===== src/rtl/seg7_pkg.sv =====
// -----------------------------------------------------------------------------
// seg7_pkg
// Shared constants and helpers for the DE1 seven-segment HEX digit decoders.
//   SEG_OFF_AL    : all segments off, active-low form.
//   SEG_HEX_AL    : 16-entry hex digit table, active-low, bit order {g,f,e,d,c,b,a}.
//   seg_polarity(): converts an active-low pattern to the selected output polarity.
// -----------------------------------------------------------------------------
package seg7_pkg;

    localparam logic [6:0] SEG_OFF_AL = 7'h7F;

    // Digits 0-9, A, b, C, d, E, F. A segment is lit where its bit is 0.
    localparam logic [6:0] SEG_HEX_AL [0:15] = '{
        7'h40, 7'h79, 7'h24, 7'h30,
        7'h19, 7'h12, 7'h02, 7'h78,
        7'h00, 7'h10, 7'h08, 7'h03,
        7'h46, 7'h21, 7'h06, 7'h0E
    };

    // Active-low patterns pass through unchanged; active-high boards get the inverse.
    function automatic logic [6:0] seg_polarity(input logic [6:0] pattern,
                                                input logic       active_low);
        return active_low ? pattern : ~pattern;
    endfunction

endpackage


===== src/rtl/hex_seg_lut.sv =====
// -----------------------------------------------------------------------------
// hex_seg_lut
// Purely combinational nibble-to-segment lookup, active-low output.
// Ports:
//   bin  in   4  binary nibble
//   seg  out  7  segment pattern {g,f,e,d,c,b,a}, lit = 0
// -----------------------------------------------------------------------------
module hex_seg_lut
    import seg7_pkg::*;
(
    input  logic [3:0] bin,
    output logic [6:0] seg
);

    always_comb begin
        // NOTE: every path assigns seg (default branch included), so no latch is inferred.
        case (bin)
            4'h0:    seg = SEG_HEX_AL[0];
            4'h1:    seg = SEG_HEX_AL[1];
            4'h2:    seg = SEG_HEX_AL[2];
            4'h3:    seg = SEG_HEX_AL[3];
            4'h4:    seg = SEG_HEX_AL[4];
            4'h5:    seg = SEG_HEX_AL[5];
            4'h6:    seg = SEG_HEX_AL[6];
            4'h7:    seg = SEG_HEX_AL[7];
            4'h8:    seg = SEG_HEX_AL[8];
            4'h9:    seg = SEG_HEX_AL[9];
            4'hA:    seg = SEG_HEX_AL[10];
            4'hB:    seg = SEG_HEX_AL[11];
            4'hC:    seg = SEG_HEX_AL[12];
            4'hD:    seg = SEG_HEX_AL[13];
            4'hE:    seg = SEG_HEX_AL[14];
            4'hF:    seg = SEG_HEX_AL[15];
            // Only reachable with X/Z on bin in simulation: show a dark digit.
            default: seg = SEG_OFF_AL;
        endcase
    end

endmodule


===== src/rtl/bin7seg_hex.sv =====
// -----------------------------------------------------------------------------
// bin7seg_hex
// Registered 4-bit binary to 7-segment hex digit decoder, one per DE1 HEX digit.
// Parameters:
//   ACTIVE_LOW  1: lit segment = 0 (DE1 default); 0: lit segment = 1
// Ports:
//   CLOCK_50  in   1  system clock, rising edge
//   resetn    in   1  synchronous active-low reset, blanks the digit
//   en        in   1  1 = load LUT(bin) this edge, 0 = hold
//   blank     in   1  1 = all segments off (overrides en)
//   bin       in   4  nibble to display
//   HEX       out  7  segment drive, bit0=a ... bit6=g
// -----------------------------------------------------------------------------
module bin7seg_hex
    import seg7_pkg::*;
#(
    parameter bit ACTIVE_LOW = 1'b1
) (
    input  logic       CLOCK_50,
    input  logic       resetn,
    input  logic       en,
    input  logic       blank,
    input  logic [3:0] bin,
    output logic [6:0] HEX
);

    logic [6:0] w_lut_al;
    logic [6:0] w_off;
    logic [6:0] w_digit;
    logic [6:0] r_hex;

    hex_seg_lut u_lut (
        .bin (bin),
        .seg (w_lut_al)
    );

    // Polarity is applied before the register so HEX comes straight from a flop.
    assign w_off   = seg_polarity(SEG_OFF_AL, ACTIVE_LOW);
    assign w_digit = seg_polarity(w_lut_al, ACTIVE_LOW);

    // Priority: reset, then blank, then load; otherwise the register holds.
    always_ff @(posedge CLOCK_50) begin
        // NOTE: sequential state uses non-blocking assignments so all flops update together.
        if (!resetn) begin
            r_hex <= w_off;
        end else if (blank) begin
            r_hex <= w_off;
        end else if (en) begin
            r_hex <= w_digit;
        end
    end

    assign HEX = r_hex;

endmodule


===== config.mk =====
export PLATFORM = sky130hd
export DESIGN_NAME = bin7seg_hex
export DESIGN_NICKNAME = d
export VERILOG_FILES = /design/src/rtl/seg7_pkg.sv /design/src/rtl/hex_seg_lut.sv /design/src/rtl/bin7seg_hex.sv
export SDC_FILE = /design/constraint.sdc
export NUM_CORES = 1
export LEC_CHECK = 0
export BUFFER_PORTS_ARGS = -buffer_cell sky130_fd_sc_hd__buf_2
export CAP_MARGIN = 0
export CORE_AREA = 10 10 47 49
export CTS_CLUSTER_DIAMETER = 50
export DETAILED_ROUTE_END_ITERATION = 7
export DIE_AREA = 0 0 57 59
export PLACE_DENSITY = 0.56
export SLEW_MARGIN = 5
export SYNTH_ARGS = -nofsm -noshare
export SYNTH_HDL_FRONTEND = slang
export SYNTH_SLANG_ARGS = --single-unit

===== constraint.sdc =====
create_clock -name CLOCK_50 -period 1.5 [get_ports CLOCK_50]
set_input_delay 0.075 -clock CLOCK_50 [delete_from_list [all_inputs] [get_ports CLOCK_50]]
set_output_delay 0.075 -clock CLOCK_50 [all_outputs]
set_load 0.02 [all_outputs]

# Word level (Yosys, flattened, before mapping)
# Memory sizes are Yosys's and may differ from the RTL's. A register that Yosys moved wholly into a read port is not among the register bits.
# Index checks and enable logic that the tools add are counted.
[word_totals]
register_bits = 0
rom_bits = 112
in_bits = 8
out_inout_bits = 7
wordCells = 3
n_memories = 1
[memory_table]
columns = ["name", "words", "width", "rd", "rd_clocked_by_memory_dff", "wr", "line_no", "source"]
rows = [
  ["(no name shown)", 16, 7, 1, 1, 0, "hex_seg_lut.sv:17", "case (bin)"],
]
[op_classes]
n_bitwise = 1
reduce_logical = 1
[op_table]
columns = ["cell", "n"]
rows = [
  ["$reduce_or 2->1", 1],
  ["$not 1->1", 1],
]

# Longest topological paths before layout
[depth]
ltp_word = 2
depth_mapped = 5
depth_no_buf = 5

# Modules after synthesis
# A second synthesis with hierarchy kept.
[hier_totals]
cells_unflattened = 58
hier_area_um2 = 503.0
[by_module_without_submodules]
columns = ["mod", "instances", "cells_each", "area_each_um2", "seq_area_each_um2"]
rows = [
  ["bin7seg_hex", 1, 23, 255.2, 140.1],
  ["hex_seg_lut", 1, 35, 247.7, 0.0],
]

# Least setup slack after synthesis
# Ideal clock, no wire load.
[synth_timing]
kind = "input to register"
start = "input bin[0]"
end = "register r_hex[3] (netlist: HEX[3])"
setup_ps = 69
t_arrival_ps = 978
t_required_ps = 1431
path_slack_ps = 453
cell_stages = 4
n_path_buf = 0
cell_sequence = "inv_1 -> ha_1 -> mux4_2 -> o21ai_1"
[synth_lines]
columns = ["item", "line_no", "source"]
rows = [
  ["start, declared", "bin7seg_hex.sv:23", "input logic [3:0] bin,"],
  ["end, declared", "bin7seg_hex.sv:30", "logic [6:0] r_hex;"],
]

==> summary.txt <==
Routing
  • Vias per Instance: between 5 and 6
  • Via count: between 400 and 500
  • Antenna viol nets, final: 0
  • First-pass DRT Iterations: 4
  • Initial DRC count: 12
  • WL/cell: 13.2 um
  • Drc violations: 0
  • Wirelength, routed: about 1.1 mm

GRT
  • Initial antenna violation count: 0
  • Grt ovf: 0
  • Largest net degree at the start of global routing: 14
  • First-pass GRT wire length: 1.92 mm
  • GRT Overall Usage: approximately 7.2%
  • Vias in the first global route: ~450

Critical path
  • Critical Path End Type: flip-flop
  • CP Class: in2reg
  • Data required time of the worst path: roughly 1.7 ns
  • Worst Setup Start Kind: input pin
  • CP Data Arrival Time: ~1.2 ns
  • Max FO, Critical Path: 7

Cells and area
  • Most common cell after layout, fill and taps aside: buf_2
  • ANT cells: 0
  • Most frequent cells in the layout: buf_2 (14), dfxtp_1 (7), ha_1 (7), inv_1 (6), mux2i_1 (5)
  • Max FFs per register: 7
  • Layout area overhead: 21.5%
  • Share of layout cells above drive strength 1: approximately 26%
  • Fillers: between 150 and 200
  • Total Nets Final: 86

Pwr
  • Pwr Total: roughly 0.00048 W
  • Leakage: approximately 0.27 nW
  • Logic gate share of total power: around 22%
  • Int Power: 0.000340 W
  • Psw: 0.000136 W
  • Max VDD drop: roughly 0.36 mV
  • Sw frac: 28.5%
  • Sequential share of power: around two fifths
  • PwrDens: approximately 800 mW/mm^2
  • Clk pwr share: between 30% and 40%

Timing
  • Final Hold Vio Count: 0
  • Max frequency: ~1000 MHz
  • Slew Viols, Final: 0
  • RSZ-0062 raised after global routing: false
  • Minimum clock period: 1.02 ns
  • Setup TNS: 0 ns
  • Worst Tran Pin Value: 0.277 ns
  • Final setup viols: 0
  • Rel. slew slack: between 80% and 90%
  • Clock skew: 0 ns
  • Fin crit share: between 60% and 70%

Clocking
  • PostCTS Resize Cnt: 0
  • Clk root buf: clkbuf_4
  • Setup Fix Bufs, Post-CTS: 0
  • Clk slew on worst S/H paths: roughly 0.05 ns
  • Total CTS buffers: 3
  • Clk sinks: 7
  • Hold_buf cts: 0
  • Worst-Skew Late Latency: roughly 0.25 ns
  • CTS tree: built
  • CTS H-tree lvls: 1
  • Max Root-Sink Buffers: 2

Floorplan
  • Initial Util: 34.9%
  • Top Ports: 15
  • Core area: 0.00140 sq mm
  • Row count: 14
  • Die W: 57 um
  • Die ar.: 0.00336 sq mm
  • Die Y: around 59 um

Synthesis
  • Seq/Total Area, Yosys: between 20 and 30%
  • Synth unique cells: 20
  • Synth Warn #: 0
  • Cell area after synthesis: about 490 sq um
  • Yosys reg bits: 7
  • Avg Cell Area, Syn: approximately 9.2 sq um
  • Synth Net Count: 68
  • Synth Instances: 53

Placement
  • GP Congestion: 0.797
  • I/O Buffers: 14
  • Dpl hpwl: 928 um

Run
  • Max Cap Viol: 0

Hold path
  • Hold crit path type: in2reg

Status
  • Outcome: finished, final reports clean
[worst paths after layout]
path,cells after the start,endpoint,startpoint,slack (ns)
setup / recovery,5,HEX[3]$_SDFFE_PP1P_,bin[0],0.48
hold / removal,3,HEX[1]$_SDFFE_PP1P_,blank,0.05
setup reg to reg,1,HEX[5]$_SDFFE_PP1P_,HEX[5]$_SDFFE_PP1P_,0.81
hold reg to reg,1,HEX[0]$_SDFFE_PP1P_,HEX[0]$_SDFFE_PP1P_,0.46
[cell usage after synthesis (all sizes together)]
master   number  area, sq um
nand2b        2         12.5
o32ai         1         8.76
nor2          2         7.51
nand3         3         15.0
nand2         3         11.3
inv           6         22.5
o22ai         1         6.26
dfxtp         7          140
a211o         3         26.3
buf           1         11.3
o2111ai       1         8.76
nand4         3         18.8
a21oi         3         15.0
mux2i         5         50.1
or3           1         6.26
o211ai        1         7.51
nor2b         1         6.26
ha            7         87.6
mux4          1         22.5
o21ai         1         5.00
[area by class of cell]
cell class              count  area, sq um  area share, %
multi-input cells          39          315           53.1
flip-flops and latches      7          140           23.6
repair buffers             14         70.1           11.8
inverters                   6         22.5           3.79
well taps                  16         20.0           3.37
clock buffers               4         26.3           4.42
[critical path: stages]
cell	delay [ns]
buf_2	0.15
inv_1	0.11
ha_1	0.31
mux4_2	0.45
o21ai_1	0.11
[cells by family after synthesis]
logic type                 share of synthesized area [%]
and+or+nand+nor                                     15.9
DFF                                                 28.6
adders and majority gates                           17.9
AOI/OAI and AO/OA                                   15.9
muxes                                               14.8
buffers and inverters                               6.90
[per-stage QoR]
stage | cell area, sq um | std cells | hold slack [ns] | setup WS, ns | utilization (%)
2_1_floorplan | 489 | 53 | 0.190 | 0.453 | -
3_3_place_gp | 568 | 82 | 0.304 | 0.249 | 40.5
3_5_place_dp | 568 | 82 | 0.306 | 0.209 | 40.5
4_1_cts | 594 | 86 | 0.0452 | 0.472 | 42.4
5_1_grt | 594 | 86 | 0.0681 | 0.381 | 42.4
6_report | 594 | 86 | 0.0501 | 0.478 | 42.4
[power groups by stage]
stage | Sequential [W] | Clock, W | Combinational, W
3_5_place_dp | 0.000204 | 0 | 0.000106
6_report | 0.000200 | 0.000170 | 0.000106
3_3_place_gp | 0.000204 | 0 | 0.000106
4_1_cts | 0.000200 | 0.000177 | 0.000107
2_1_floorplan | 0.000216 | 0 | 0.0000574
5_1_grt | 0.000201 | 0.000191 | 0.000119
[per-layer routing]
metal,track usage [%],share of wire (%)
met5,0,0
met4,2.01,0
met3,5.15,7.9
met2,12.4,51
met1,6.78,41
Note: power is estimated with default switching activity, not from simulation.
